==> src/rtl/decoder_n_seq_if.sv <==
// Select/decode bus for decoder_n_seq: request handshake, scan dwell and one-hot result.
interface decoder_n_seq_if #(
  parameter int SEL_W   = 2,
  parameter int DWELL_W = 8
);
  logic                  sel_valid;
  logic [SEL_W-1:0]      sel;
  logic                  sel_ready;
  logic [DWELL_W-1:0]    dwell;
  logic [(2**SEL_W)-1:0] y;
  logic                  y_valid;
  logic                  wrap;

  modport master (
    output sel_valid, sel, dwell,
    input  sel_ready, y, y_valid, wrap
  );

  modport slave (
    input  sel_valid, sel, dwell,
    output sel_ready, y, y_valid, wrap
  );
endinterface

==> src/rtl/decoder_n_seq.sv <==
// Registered one-hot decoder with a DIRECT handshake mode and a SCAN auto-sequencer
// that steps through every output, holding each for dwell+1 cycles.
module decoder_n_seq #(
  parameter int SEL_W   = 2,
  parameter int DWELL_W = 8
) (
  input  logic            clk,
  input  logic            rst_n,
  input  logic            en,
  input  logic            mode,
  decoder_n_seq_if.slave  bus
);
  localparam int unsigned N = 2**SEL_W;
  localparam logic [N-1:0] Y_ONE = {{(N-1){1'b0}}, 1'b1};

  typedef enum logic [1:0] {IDLE, DIRECT, SCAN} state_t;

  state_t             state_q, state_d;
  logic [N-1:0]       y_q, y_d;
  logic               y_valid_q, y_valid_d;
  logic               wrap_q, wrap_d;
  logic [SEL_W-1:0]   idx_q, idx_d, idx_inc;
  logic [DWELL_W-1:0] cnt_q, cnt_d;

  always_ff @(posedge clk or negedge rst_n) begin
    if (!rst_n) state_q <= IDLE;
    else        state_q <= state_d;
  end

  always_comb begin
    state_d = IDLE;
    if (en) state_d = mode ? SCAN : DIRECT;
  end

  // Outputs are registered, so they are computed from the state being entered.
  always_comb begin
    y_d       = y_q;
    y_valid_d = y_valid_q;
    wrap_d    = 1'b0;
    idx_d     = idx_q;
    cnt_d     = cnt_q;
    idx_inc   = idx_q + SEL_W'(1);
    case (state_d)
      DIRECT: begin
        idx_d = '0;
        cnt_d = '0;
        if (state_q == DIRECT && bus.sel_valid) begin
          y_d       = Y_ONE << bus.sel;
          y_valid_d = 1'b1;
        end
      end
      SCAN: begin
        if (state_q != SCAN) begin
          idx_d     = '0;
          cnt_d     = '0;
          y_d       = Y_ONE;
          y_valid_d = 1'b1;
        end else if (cnt_q == bus.dwell) begin
          cnt_d  = '0;
          idx_d  = idx_inc;
          y_d    = Y_ONE << idx_inc;
          wrap_d = (idx_q == '1);
        end else begin
          // A dwell lowered below cnt_q lets the counter roll over naturally.
          cnt_d = cnt_q + DWELL_W'(1);
        end
      end
      default: begin
        y_d       = '0;
        y_valid_d = 1'b0;
        idx_d     = '0;
        cnt_d     = '0;
      end
    endcase
  end

  always_ff @(posedge clk or negedge rst_n) begin
    if (!rst_n) begin
      y_q       <= '0;
      y_valid_q <= 1'b0;
      wrap_q    <= 1'b0;
      idx_q     <= '0;
      cnt_q     <= '0;
    end else begin
      y_q       <= y_d;
      y_valid_q <= y_valid_d;
      wrap_q    <= wrap_d;
      idx_q     <= idx_d;
      cnt_q     <= cnt_d;
    end
  end

  assign bus.sel_ready = (state_q == DIRECT);
  assign bus.y         = y_q;
  assign bus.y_valid   = y_valid_q;
  assign bus.wrap      = wrap_q;
endmodule

==> src/flat_wrapper.sv <==
// flat-port wrapper written by rule: the top's interface ports become plain ports
module decoder_n_seq_flat 
#(
  parameter int SEL_W   = 2,
  parameter int DWELL_W = 8
)
  (clk, rst_n, en, mode, bus_sel_valid, bus_sel, bus_dwell, bus_sel_ready, bus_y, bus_y_valid, bus_wrap);
  decoder_n_seq_if #(.SEL_W(SEL_W), .DWELL_W(DWELL_W)) bus_i ();
  input  logic clk;
  input  logic rst_n;
  input  logic en;
  input  logic mode;
  input wire logic [$bits(bus_i.sel_valid)-1:0] bus_sel_valid;
  input wire logic [$bits(bus_i.sel)-1:0] bus_sel;
  input wire logic [$bits(bus_i.dwell)-1:0] bus_dwell;
  output wire logic [$bits(bus_i.sel_ready)-1:0] bus_sel_ready;
  output wire logic [$bits(bus_i.y)-1:0] bus_y;
  output wire logic [$bits(bus_i.y_valid)-1:0] bus_y_valid;
  output wire logic [$bits(bus_i.wrap)-1:0] bus_wrap;
  assign bus_i.sel_valid = bus_sel_valid;
  assign bus_i.sel = bus_sel;
  assign bus_i.dwell = bus_dwell;
  assign bus_sel_ready = bus_i.sel_ready;
  assign bus_y = bus_i.y;
  assign bus_y_valid = bus_i.y_valid;
  assign bus_wrap = bus_i.wrap;
  decoder_n_seq #(.SEL_W(SEL_W), .DWELL_W(DWELL_W)) u_core (.clk(clk), .rst_n(rst_n), .en(en), .mode(mode), .bus(bus_i));
endmodule
==> config.mk <==
export PLATFORM = sky130hd
export DESIGN_NAME = decoder_n_seq_flat
export DESIGN_NICKNAME = d
export VERILOG_FILES = /design/src/rtl/decoder_n_seq_if.sv /design/src/rtl/decoder_n_seq.sv /design/src/flat_wrapper.sv
export SDC_FILE = /design/constraint.sdc
export NUM_CORES = 1
export LEC_CHECK = 0
export BUFFER_PORTS_ARGS = -buffer_cell sky130_fd_sc_hd__buf_2
export CAP_MARGIN = 20
export CORE_MARGIN = 2
export CORE_UTILIZATION = 45
export DETAILED_ROUTE_END_ITERATION = 7
export GPL_TIMING_DRIVEN = 1
export HOLD_SLACK_MARGIN = 0.15
export PLACE_DENSITY = 0.73
export SYNTH_ARGS = -nofsm -noshare
export SYNTH_HDL_FRONTEND = slang
export SYNTH_SLANG_ARGS = --single-unit
==> constraint.sdc <==
create_clock -name clk -period 2.3 [get_ports clk]
set_clock_uncertainty 0.15 [all_clocks]
set_input_delay 0.115 -clock clk [delete_from_list [all_inputs] [get_ports clk]]
set_output_delay 0.115 -clock clk [all_outputs]
set_load 0.1 [all_outputs]
==> flow_summary.toml <==
[outcome]
status = "completed"

[setup_path]
cp_top_family = "buffers and inverters"
critPathArrivalTime_ns = 2.02
worst_setup_path_end_kind = "register"
crit_fanout = 5
critPathLaunchType = "input port"
max_stage_delay_ns = 0.55
slowest_stage = "dlygate4sd3_1"
crit_chain = "dlygate4sd3_1, buf_2, and2_1, and2_1, a21oi_1, o21a_1, dlygate4sd3_1"
critPathBufInv = 3
critPathRequiredTime_ns = 2.34
criticalPathCategory = "in2reg"

[synth]
avgSynthCellArea_um2 = 10.84
seq_area_frac_synth_pct = 45.17
yosysWarnings = 0
synth_area_leaders = "dfrtp_1 45%, xnor2_1 7.9%, ha_1 7.5%, nor2_1 4.5%, xor2_1 4.4%"
synth_area_um2 = 997.2
async_flop_share_pct = 100.0
syn_inst = 92
synth_flop_cell = "dfrtp_1"
yosysTopAreaCell = "dfrtp_1"
syn_nets = 113
synthTopCellsByCount = "18 x dfrtp_1, 12 x nor2_1, 9 x xnor2_1"
synth_cell_types = 27
synth_edf_count = 0
ys_ff_latch = 18
synth.most_common_cell = "dfrtp_1"
netlist.area_leader.share_pct = 45.17

[routing]
drc = 0
vias = 761
antenna_left = 0
wl_per_cell_um = 11.95
wl_met1_um = 836
wl_met3_um = 90
drtIter0Drc = 7
via_per_inst = 4.974
top_layer_used = "met4"
wirelength_um = 1828
drt_first_pass_iters = 4
wl_met2_um = 859

[floorplan]
die_height_um = 51.08
num_rows = 17
dieWidth_um = 51.08
ioPinCount = 22
die-area_um2 = 2609
core_um2 = 2148
start_util_pct = 46.42

[sta]
maxSlewHeadroom_pct = 46.18
hold_viol = 0
final-setup-viol-count = 0
setup_tns_ns = 0
worst_hold_slack_ns = 0.1654
maxSlewViolCount = 0
period_minus_slack_ns = 1.983
rsz0062_at_grt = "false"
finalCritPeriodShare_pct = 86.24
worst_pin_slew_ns = 0.8047
fmax_ghz = 0.5042

[pwr]
p_sw_w = 0.0001868
sw_frac_of_total_pct = 28.76
ir_worst_vdd_mv = 0.3403
p_int_w = 0.0004626
p_leak_nw = 0.5884
p_clk_share_pct = 30.1
power_w = 0.0006493
comb_power_share_pct = 19.4
powerDensity_nw_per_um2 = 514.3
share_seq_of_total_power_pct = 50.6

[clock_network]
clkSinkCount = 18
root_buffer = "clkbuf_4"
cts_buffers = 3
cts_tree = "built"
cts_buffer_depth = 2
cts_max_level = 1
clk_pin_slew_ns = 0.10
clock_latency_ns = 0.30

[cells_and_area]
final_area_um2 = 1262
nets = 147
fill_cells = 193
register_area_um2 = 450.4
multi_input_area_um2 = 530.5
drive_above_1_share_pct = 27.20
diodes = 0
syn2layout_area_growth_pct = 26.60

[global_routing]
grt_pass1_wl_um = 3222
antenna_found_initial = 0
grt_pass1_vias = 765
grt_overflow = 0
grt_usage_pct = 17.24
grt_max_degree = 19

[hold_path]
hp-class = "in2reg"

[placement]
hpwl_um = 1345
gp_congestion = 0.7724
place_area_um2 = 1136
port-buffer-count = 21

[flow_run]
maxCapViolations = 0
state kept, by name (all words and copies together) (netlist names):
name / flops
u_core.state_q: 2
u_core.cnt_q: 8
u_core.idx_q: 2
u_core.bus.wrap: 1
u_core.bus.y_valid: 1
u_core.bus.y: 4
path summary, 6_finish.rpt:
kind | startpoint | to | slack [ns] | cells past startpoint
setup / recovery | en | u_core.bus.y_valid$_DFFE_PN0P_ | 0.32 | 7
hold / removal | bus_dwell[6] | u_core.cnt_q[1]$_DFF_PN0_ | 0.17 | 5
setup reg to reg | u_core.state_q[1]$_DFF_PN0_ | u_core.bus.y_valid$_DFFE_PN0P_ | 0.35 | 5
hold reg to reg | u_core.bus.y[1]$_DFFE_PN0P_ | u_core.bus.y[1]$_DFFE_PN0P_ | 0.37 | 1
max in group asynchronous | rst_n | u_core.state_q[0]$_DFF_PN0_ | 0.70 | 3
min in group asynchronous | rst_n | u_core.cnt_q[6]$_DFF_PN0_ | 0.80 | 3
what timing repair did:
action	CTS	global route
resized for setup	0	0
endpoints found under the hold margin	27	0
setup buffers	0	0
hold buffers	9	0
endpoints found under the setup margin	0	0
kinds of logic after synthesis:
logic type / share of synthesized area, %
compound gates: 7.278
xor+xnor: 13.93
fa+ha+maj: 7.528
buf+inv: 1.881
flops: 45.17
mux: 5.019
simple gates: 19.20
metal layers:
layer / global-route usage [%] / vias to the layer above
li1: - / 374
met1: 20.26 / 366
met2: 27.92 / 16
met3: 5.263 / 5
met4: 9.459 / 0
met5: 0 / -
power groups by stage:
stage | clock (W) | combinational [W] | sequential [W]
finish | 0.000195 | 0.000126 | 0.000328
global route | 0.000216 | 0.000135 | 0.000329
CTS | 0.000206 | 0.000127 | 0.000328
detailed placement | 0 | 0.000115 | 0.000334
global placement | 0 | 0.000113 | 0.000334
floorplan | 0 | 0.0000402 | 0.000375
final cells by class:
| type | instances | share of cell area [%] |
|---|---|---|
| multi-input combinational | 69 | 42.02 |
| sequential | 18 | 35.68 |
| tap | 28 | 2.775 |
| inverter | 4 | 1.189 |
| clock buffer | 4 | 2.874 |
| timing repair buffer | 30 | 15.46 |
per-stage QoR:
stage,instances,setup slack (ns),util [%]
after global routing,153,0.2168,58.77
final,153,0.3165,58.77
after floorplan,92,0.1108,-
after global placement,140,0.5167,52.88
after CTS,153,0.3276,58.77
after detailed placement,140,0.4856,52.88
cells in the final DEF, fill, tap and decap left out, drive strengths merged:
cell,instances
xnor2,10
nand2,6
inv,4
clkbuf,4
mux2,2
a21oi,2
a32o,2
nor3b,1
dfrtp,18
nor2,12
and3,3
o21ai,2
nand3b,1
dlygate4sd3,9
buf,21
xor2,5
o21a,1
o211ai,1
and2,2
a31oi,1
nand4,2
nor2b,3
mux2i,2
ha,6
nand3,5
tightest hold or removal path, stage by stage:
cell	delay, ns
buf_2	0.08
xnor2_1	0.06
nand4_2	0.10
o21ai_4	0.11
nor2_1	0.10
(Power assumes the default switching activity.)
